<file path="src/rtl/nibble_add_pkg.sv">
// Shared constants, FSM state encoding and sizing helper for the nibble-serial adder.
package nibble_add_pkg;

  localparam int NIBBLE_W = 4;

  typedef enum logic [1:0] {
    IDLE = 2'd0,
    RUN  = 2'd1,
    DONE = 2'd2
  } state_e;

  // Width of the nibble index; a single-nibble build still needs one bit.
  function automatic int idx_width(input int nibbles);
    return (nibbles <= 1) ? 1 : $clog2(nibbles);
  endfunction

endpackage

</file>
<file path="src/rtl/ripple_adder_4bit_structural.sv">
// Four chained full adders; purely combinational 4-bit ripple-carry adder.
module ripple_adder_4bit_structural (
  input  logic [3:0] a,
  input  logic [3:0] b,
  input  logic       cin,
  output logic [3:0] sum,
  output logic       cout
);

  logic [4:0] c_s;

  assign c_s[0] = cin;

  for (genvar i = 0; i < 4; i++) begin : g_fa
    assign sum[i]   = a[i] ^ b[i] ^ c_s[i];
    assign c_s[i+1] = (a[i] & b[i]) | (c_s[i] & (a[i] ^ b[i]));
  end

  assign cout = c_s[4];

endmodule

</file>
<file path="src/rtl/nibble_serial_adder_ctrl.sv">
// Wide adder built by running one 4-bit ripple adder over NIBBLES slices, LSB nibble first.
// Optional subtract mode is compiled in with the NIBBLE_SUB_EN macro.
module nibble_serial_adder_ctrl
  import nibble_add_pkg::*;
#(
  parameter int NIBBLES = 4
) (
  input  logic                          clk,
  input  logic                          rst,
  input  logic                          in_valid,
  output logic                          in_ready,
  input  logic [NIBBLE_W*NIBBLES-1:0]   a,
  input  logic [NIBBLE_W*NIBBLES-1:0]   b,
  input  logic                          carry_in,
`ifdef NIBBLE_SUB_EN
  input  logic                          sub,
`endif
  output logic                          out_valid,
  input  logic                          out_ready,
  output logic [NIBBLE_W*NIBBLES-1:0]   sum,
  output logic                          carry_out,
  output logic                          busy
);

  localparam int W     = NIBBLE_W * NIBBLES;
  localparam int IDX_W = idx_width(NIBBLES);
  localparam logic [IDX_W-1:0] IDX_LAST = IDX_W'(NIBBLES - 1);
  localparam logic [W-1:0]     NIB_MASK = W'({NIBBLE_W{1'b1}});

  state_e           state_q, state_d;
  logic [IDX_W-1:0] idx_q, idx_d;
  logic [W-1:0]     a_q, a_d;
  logic [W-1:0]     b_q, b_d;
  logic [W-1:0]     sum_q, sum_d;
  logic             carry_q, carry_d;
  logic             sub_q, sub_d;

  logic [IDX_W+1:0]    nib_sh_s;
  logic [W-1:0]        a_sh_s, b_sh_s;
  logic [NIBBLE_W-1:0] add_a_s, add_b_s, add_sum_s;
  logic                add_cout_s;
  logic                sub_in_s;

`ifdef NIBBLE_SUB_EN
  assign sub_in_s = sub;
`else
  assign sub_in_s = 1'b0;
`endif

  // Bit offset of the active nibble (idx * 4).
  assign nib_sh_s = {idx_q, 2'b00};
  assign a_sh_s   = a_q >> nib_sh_s;
  assign b_sh_s   = b_q >> nib_sh_s;
  assign add_a_s  = a_sh_s[NIBBLE_W-1:0];
  assign add_b_s  = sub_q ? ~b_sh_s[NIBBLE_W-1:0] : b_sh_s[NIBBLE_W-1:0];

  ripple_adder_4bit_structural u_adder (
    .a    (add_a_s),
    .b    (add_b_s),
    .cin  (carry_q),
    .sum  (add_sum_s),
    .cout (add_cout_s)
  );

  // Next-state, index and datapath register update.
  always_comb begin
    state_d = state_q;
    idx_d   = idx_q;
    a_d     = a_q;
    b_d     = b_q;
    sum_d   = sum_q;
    carry_d = carry_q;
    sub_d   = sub_q;
    case (state_q)
      IDLE: begin
        if (in_valid) begin
          a_d     = a;
          b_d     = b;
          sub_d   = sub_in_s;
          carry_d = sub_in_s ? 1'b1 : carry_in;
          idx_d   = '0;
          state_d = RUN;
        end else begin
          state_d = IDLE;
        end
      end
      RUN: begin
        sum_d   = (sum_q & ~(NIB_MASK << nib_sh_s)) | (W'(add_sum_s) << nib_sh_s);
        carry_d = add_cout_s;
        if (idx_q == IDX_LAST) begin
          state_d = DONE;
        end else begin
          idx_d = idx_q + IDX_W'(1);
        end
      end
      DONE: begin
        if (out_ready) begin
          state_d = IDLE;
        end else begin
          state_d = DONE;
        end
      end
      default: state_d = IDLE;
    endcase
  end

  // State and datapath registers; reset discards any in-flight operation.
  always_ff @(posedge clk or posedge rst) begin
    if (rst) begin
      state_q <= IDLE;
      idx_q   <= '0;
      a_q     <= '0;
      b_q     <= '0;
      sum_q   <= '0;
      carry_q <= 1'b0;
      sub_q   <= 1'b0;
    end else begin
      state_q <= state_d;
      idx_q   <= idx_d;
      a_q     <= a_d;
      b_q     <= b_d;
      sum_q   <= sum_d;
      carry_q <= carry_d;
      sub_q   <= sub_d;
    end
  end

  assign in_ready  = (state_q == IDLE);
  assign out_valid = (state_q == DONE);
  assign busy      = (state_q == RUN) || (state_q == DONE);
  assign sum       = sum_q;
  assign carry_out = carry_q;

endmodule

</file>
<file path="config.mk">
export PLATFORM = sky130hd
export DESIGN_NAME = nibble_serial_adder_ctrl
export DESIGN_NICKNAME = d
export VERILOG_FILES = /design/src/rtl/nibble_add_pkg.sv /design/src/rtl/ripple_adder_4bit_structural.sv /design/src/rtl/nibble_serial_adder_ctrl.sv
export SDC_FILE = /design/constraint.sdc
export NUM_CORES = 1
export LEC_CHECK = 0
export BUFFER_PORTS_ARGS = -buffer_cell sky130_fd_sc_hd__clkbuf_2
export CAP_MARGIN = 20
export CORE_MARGIN = 4
export CORE_UTILIZATION = 50
export DETAILED_ROUTE_END_ITERATION = 8
export PLACE_DENSITY = 0.78
export SYNTH_ARGS = -nofsm -noshare
export SYNTH_HDL_FRONTEND = slang
export SYNTH_HIERARCHICAL = 1
export SYNTH_SLANG_ARGS = --single-unit
</file>
<file path="constraint.sdc">
create_clock -name clk -period 7.56 [get_ports clk]
set_clock_uncertainty 0.15 [all_clocks]
set_input_delay 1.512 -clock clk [delete_from_list [all_inputs] [get_ports clk]]
set_output_delay 1.512 -clock clk [all_outputs]
set_load 0.02 [all_outputs]
</file>
Word level (Yosys, flattened, before mapping)
Index checks and enable logic that the tools add are counted.
{"block": "totals", "register_bits": 53, "in_bits": 37, "out_inout_bits": 20, "wordCells": 55}
{"block": "classes", "addsub": 1, "n_eq_ne": 6, "shifts": 4, "mux": 9, "bitwise": 23, "n_reduce_logical": 6}
{"cell": "16-bit by 4-bit right shift with 4-bit output", "count": 2}
{"cell": "16-bit AND", "count": 1}
{"cell": "16-bit NOT", "count": 1}
{"cell": "16-bit bitwise OR", "count": 1}
{"cell": "4-bit by 4-bit left shift with 16-bit output", "count": 1}
{"cell": "4-bit by 4-bit left shift with 16-bit output, first input constant", "count": 1}
{"cell": "1-bit AND", "count": 8}
{"cell": "2-bit 2-to-1 mux", "count": 4}
{"cell": "1-bit XOR", "count": 8}
{"cell": "2-bit inequality test, second input constant", "count": 3}
{"cell": "2-bit one-hot mux with 3 select lines", "count": 1}
{"cell": "2-bit == test, second input constant", "count": 2}
{"cell": "1-bit bitwise OR", "count": 4}
{"cell": "2-bit one-hot mux with 2 select lines", "count": 1}
{"cell": "2-bit AND reduction", "count": 2}
{"cell": "3-bit AND reduction", "count": 1}
{"cell": "2-bit by 1-bit adder with 2-bit output, second input constant", "count": 1}
{"cell": "2-bit by 1-bit == test with 1-bit output, second input constant", "count": 1}
{"cell": "2-bit zero test", "count": 1}
{"cell": "1-bit 2-to-1 mux", "count": 2}
{"cell": "1-bit one-hot mux with 2 select lines", "count": 1}
{"cell": "2-bit nonzero test", "count": 1}
{"cell": "1-bit logical OR", "count": 1}

Depth between registers and ports, before layout
{"block": "depth", "word_depth": 11, "mapped_depth": 13, "depth_no_buf": 12}

Modules after synthesis
The synthesis kept the hierarchy.
{"module": "nibble_serial_adder_ctrl", "n_inst": 1, "cells_each": 163, "area_each_um2": 2511.2, "seq_area_each_um2": 1326.3}
{"module": "ripple_adder_4bit_structural", "n_inst": 1, "cells_each": 14, "area_each_um2": 117.6, "seq_area_each_um2": 0.0}

Worst setup path after synthesis
No wires, ideal clock.
{"block": "synth_timing", "kind": "register to register", "startpoint": "reg idx_q[0]", "endpoint": "reg sum_q[11] (netlist: sum[11])", "setup_ps": 66, "arrival_time_ps": 2859, "t_required_ps": 7344, "path_slack_ps": 4485, "stages_incl_launch_ff": 12, "n_path_buf": 1, "period_less_slack_ps": 3075, "cell_sequence": "dfrtp_1 buf_6 mux4_1 fa_1 inv_1 fa_1 inv_1 fa_1 inv_1 fa_1 inv_1 a22o_1"}
{"block": "synth_via", "elab_chain_len": 11, "elab_cells_between_ends": 21, "cone_classes": "shift: 4; bitwise: 17"}
{"element": "start: declaration", "line_no": "nibble_serial_adder_ctrl.sv:31", "source": "logic [IDX_W-1:0] idx_q, idx_d;"}
{"element": "start signal: assignment", "line_no": "nibble_serial_adder_ctrl.sv:119", "source": "idx_q <= idx_d;"}
{"element": "16-bit by 4-bit right shift with 4-bit output *", "line_no": "nibble_serial_adder_ctrl.sv:52", "source": "assign a_sh_s = a_q >> nib_sh_s;"}
{"element": "net a_sh_s[0]", "line_no": "nibble_serial_adder_ctrl.sv:39", "source": "logic [W-1:0] a_sh_s, b_sh_s;"}
{"element": "1-bit XOR", "line_no": "ripple_adder_4bit_structural.sv:16", "source": "assign c_s[i+1] = (a[i] & b[i]) | (c_s[i] & (a[i] ^ b[i]));"}
{"element": "1-bit AND", "line_no": "ripple_adder_4bit_structural.sv:16"}
{"element": "1-bit bitwise OR *", "line_no": "ripple_adder_4bit_structural.sv:16"}
{"element": "1-bit AND *", "line_no": "ripple_adder_4bit_structural.sv:16"}
{"element": "1-bit bitwise OR *", "line_no": "ripple_adder_4bit_structural.sv:16"}
{"element": "1-bit AND *", "line_no": "ripple_adder_4bit_structural.sv:16"}
{"element": "1-bit bitwise OR *", "line_no": "ripple_adder_4bit_structural.sv:16"}
{"element": "1-bit XOR *", "line_no": "ripple_adder_4bit_structural.sv:15", "source": "assign sum[i] = a[i] ^ b[i] ^ c_s[i];"}
{"element": "net add_sum_s[3]", "line_no": "nibble_serial_adder_ctrl.sv:40", "source": "logic [NIBBLE_W-1:0] add_a_s, add_b_s, add_sum_s;"}
{"element": "4-bit by 4-bit left shift with 16-bit output *", "line_no": "nibble_serial_adder_ctrl.sv:88", "source": "sum_d = (sum_q & ~(NIB_MASK << nib_sh_s)) | (W'(add_sum_s) << nib_sh_s);"}
{"element": "16-bit bitwise OR *", "line_no": "nibble_serial_adder_ctrl.sv:88"}
{"element": "end signal: assignment", "line_no": "nibble_serial_adder_ctrl.sv:122", "source": "sum_q <= sum_d;"}
{"element": "end: declaration", "line_no": "nibble_serial_adder_ctrl.sv:34", "source": "logic [W-1:0] sum_q, sum_d;"}
Mark *: on every way through the listed nets, which the timed path passes. The rest lies on a longest branch.
A chain may end at the register's enable or synchronous reset.

Final worst setup path
{"block": "layout_timing", "startpoint": "reg idx_q[0]", "endpoint": "reg sum_q[3] (netlist: sum[3])"}
Same word-level chain as after synthesis.

==> summary.md <==
| Metric | Value |
|---|---|
| # resized after CTS | `0` |
| Leakage power figure | `1.58 nW` |
| Die span in x | `80.5 um` |
| Prevailing post-synth register cell | `sky130_fd_sc_hd__dfrtp_1` |
| Distinct cell type count after synthesis | `25` |
| Detailed placement HPWL | `around 3.5 mm` |
| Number of warnings issued by yosys | `6` |
| Post-synthesis async set-or-reset flop share | `1.00` |
| Post-detailed-route via-to-cell ratio | `a little over 5` |
| Cell types occupying the most area after synthesis | `sky130_fd_sc_hd__dfrtp_1 (50%), sky130_fd_sc_hd__mux2_4 (17%), sky130_fd_sc_hd__a22o_1 (6.0%)` |
| Fin nets | `roughly 290` |
| Pre-CTS setup slack | `a little over 4 ns` |
| CP Max Fanout | `15` |
| Setup TNS | `0 ns` |
| Met3 Wirelength | `~240 um` |
| Delay of the slowest cell on the worst path | `roughly 0.73 ns` |
| Met2 Wirelength | `~2.2 mm` |
| Antenna viol nets, final | `0` |
| Via count of the first global-routing pass | `1619` |
| Placement Rows | `26` |
| Synth top area share | `0.505` |
| Max Freq | `between 200 and 300 MHz` |
| Count of buffers from port buffering | `56` |
| Top routing layer used | `met4` |
| Startpoint of the most critical register-to-register path | `idx_q[0]$_DFFE_PP0P_` |
| Net count after synthesis | `between 200 and 250` |
| Congestion Overflow GR | `0` |
| Starting Density | `0.515` |
| Avg Synthesized Cell Area | `14.9 um^2` |
| Wire length on met1 | `2.21 mm` |
| Critical Path AT | `between 3 and 4 ns` |
| Power consumption | `~1.4 mW` |
| Cts bufs inserted | `5` |
| Most frequent cells in the layout | `sky130_fd_sc_hd__clkbuf_2 (56), sky130_fd_sc_hd__dfrtp_1 (53), sky130_fd_sc_hd__mux2_4 (30)` |
| Pin count of the biggest net entering global routing | `54` |
| Worst setup path class | `reg2reg` |
| Synthesized instance count | `approximately 180` |
| Count of inserted antenna diode cells | `0` |
| Slew of the pin with the lowest slew margin | `1.03 ns` |
| Max stage delay cell, worst path | `sky130_fd_sc_hd__dfrtp_1` |
| Synthesized flop and latch total | `53` |
| Insertion delay to the later sink of the worst-skew pair | `0.31 ns` |
| Status | `complete, no violations` |
| TritonCTS clock tree | `yes` |
| Minimum clock period after layout | `3.42 ns` |
| Number of antenna violations at the first check in global routing | `0` |
| Worst setup EP type | `flop` |
| Max_slew headroom | `0.312` |
| Clock sink total | `53` |
| Total power per unit cell area | `~450 nW/um^2` |
| Library cell used as clock root buffer | `sky130_fd_sc_hd__clkbuf_8` |
| Peak supply drop | `0.000193 V` |
| Source of the critical timing path | `idx_q[0]$_DFFE_PP0P_` |
| Area added between synthesis and finish | `16.0%` |
| Max clock buf depth | `2` |
| DRT Pass-1 Iters | `4` |
| Post-CTS Repair Setup Buffers | `0` |
| Top cell family by delay on the critical path | `adder cells` |
| Critical Path Start Type | `flop` |
| Largest area contributor in the synthesized netlist | `sky130_fd_sc_hd__dfrtp_1` |
| Post-route DRC | `0` |
| Overall fraction of global-route tracks in use | `0.161` |
| First-pass GRT wire length | `roughly 7.9 mm` |
| Hold crit path type | `reg2reg` |
| WP buf/inv | `4` |
| Final number of hold-violating endpoints | `0` |
| Post-layout worst setup margin | `4.14 ns` |
| Register clock-pin slew on the reported worst setup and hold paths | `around 0.08 ns` |
| Post-synth EDFFs | `0` |
| Setup-violating endpoint count in the final report | `0` |
| CP Cell Sequence | `mux4_1 -> fa_1 -> inv_1 -> fa_1 -> inv_1 -> fa_1 -> inv_1 -> fa_1 -> inv_1 -> a22o_1` |
| Ports | `57` |
| Final wirelength | `4.70 mm` |
| Startpoint of the most critical hold path | `sum[1]$_DFFE_PP0N_` |
| Post-synthesis instance area | `approximately 2600 um^2` |
| Overall die area | `roughly 6500 um^2` |
| DP Cell Count | `around 300` |
| Share of the clock period used by the worst path after layout | `0.453` |
| Post-CTS Hold Fix Bufs | `0` |
| Placer Congestion | `~0.8` |
| Most common cell after layout, fill and taps aside | `sky130_fd_sc_hd__clkbuf_2` |
| Max-slew violation count | `0` |
| Sequential area share after synthesis | `0.505` |
| Count of H-tree levels built during CTS | `2` |
| Die outline height | `roughly 81 um` |
| Wire length per cell after detailed routing | `15.4 um` |
| Share of cells above drive strength 1 | `0.436` |
| Routed vias | `1563` |
| Setup repair after global routing missed its margin | `false` |
| Data required time at the worst endpoint | `~7.7 ns` |
| Number of max-capacitance violations reported | `0` |
| Finished Layout Cells | `~300` |
| Initial drt markers | `between 90 and 100` |
| Core region area | `roughly 5100 um^2` |
## per-layer routing
layer  GRT usage  up-vias
met2       0.254       43
met1       0.217      767
met3      0.0348        8
li1            -      745
met4      0.0659        0
met5           0        -
## Yosys cell counts, types with 2 or more instances
| library cell | number |
|---|---|
| sky130_fd_sc_hd__nor2_1 | 4 |
| sky130_fd_sc_hd__o21ai_0 | 2 |
| sky130_fd_sc_hd__ha_1 | 10 |
| sky130_fd_sc_hd__fa_1 | 4 |
| sky130_fd_sc_hd__mux2_4 | 30 |
| sky130_fd_sc_hd__dfrtp_1 | 53 |
| sky130_fd_sc_hd__buf_6 | 4 |
| sky130_fd_sc_hd__a22o_1 | 18 |
| sky130_fd_sc_hd__mux4_1 | 3 |
| sky130_fd_sc_hd__inv_1 | 15 |
| sky130_fd_sc_hd__nand2_1 | 8 |
| sky130_fd_sc_hd__nand2b_1 | 3 |
| sky130_fd_sc_hd__mux2_2 | 2 |
| sky130_fd_sc_hd__nor2b_1 | 2 |
| sky130_fd_sc_hd__nand3_1 | 2 |
| sky130_fd_sc_hd__mux4_2 | 5 |
| sky130_fd_sc_hd__and3_1 | 2 |
| sky130_fd_sc_hd__a21oi_1 | 3 |
## cell families after synthesis
logic type | share of synthesized area
flops | 0.505
mux | 0.253
compound gates | 0.0781
simple gates | 0.0452
buf+inv | 0.0414
fa+ha+maj | 0.0781
## through the flow
step           utilization  cell area [um^2]  hold WS [ns]
5_1_grt              0.597              3050         0.379
3_3_place_gp         0.576              2940         0.335
6_report             0.597              3050         0.354
2_1_floorplan            -              2630         0.320
4_1_cts              0.593              3030         0.358
3_5_place_dp         0.576              2940         0.338
## where the power goes
| group | internal (mW) | total (mW) | switching (mW) |
|---|---|---|---|
| clock network | 0.0728 | 0.158 | 0.0852 |
| registers | 0.413 | 0.517 | 0.103 |
| logic | 0.359 | 0.692 | 0.332 |
| total | 0.846 | 1.37 | 0.521 |
## cell type report
| class | instances | area, um^2 |
|---|---|---|
| Tap cell | 70 | 87.6 |
| Sequential cell | 53 | 1330 |
| Clock buffer | 7 | 86.3 |
| Timing Repair Buffer | 57 | 300 |
| Multi-Input combinational cell | 104 | 1190 |
| Fill cell | 423 | 2060 |
| Inverter | 15 | 56.3 |
## path summary, 6_finish.rpt
check	slack (ns)	cells after the start	to
min reg2reg	0.35	1	sum[1]$_DFFE_PP0N_
max	4.14	10	sum[3]$_DFFE_PP0N_
max in group asynchronous	5.75	3	carry_out$_DFFE_PP0P_
max reg2reg	4.14	10	sum[3]$_DFFE_PP0N_
min	0.35	1	sum[1]$_DFFE_PP0N_
min in group asynchronous	1.00	2	sum[8]$_DFFE_PP0N_
## worst reg2reg max path, cell delays in order, from the launching register on
cell and delay [ns]:
sky130_fd_sc_hd__dfrtp_1 0.73, sky130_fd_sc_hd__mux4_1 0.68, sky130_fd_sc_hd__fa_1 0.44, sky130_fd_sc_hd__inv_1 0.07
sky130_fd_sc_hd__fa_1 0.15, sky130_fd_sc_hd__inv_1 0.05, sky130_fd_sc_hd__fa_1 0.35, sky130_fd_sc_hd__inv_1 0.08
sky130_fd_sc_hd__fa_1 0.40, sky130_fd_sc_hd__inv_1 0.12, sky130_fd_sc_hd__a22o_1 0.16
## state kept, by name (all words and copies together), names as in the netlist
register	count
carry_out	1
a_q	16
sum	16
state_q	2
idx_q	2
b_q	16
No activity file was read; power rests on OpenSTA's default activity.
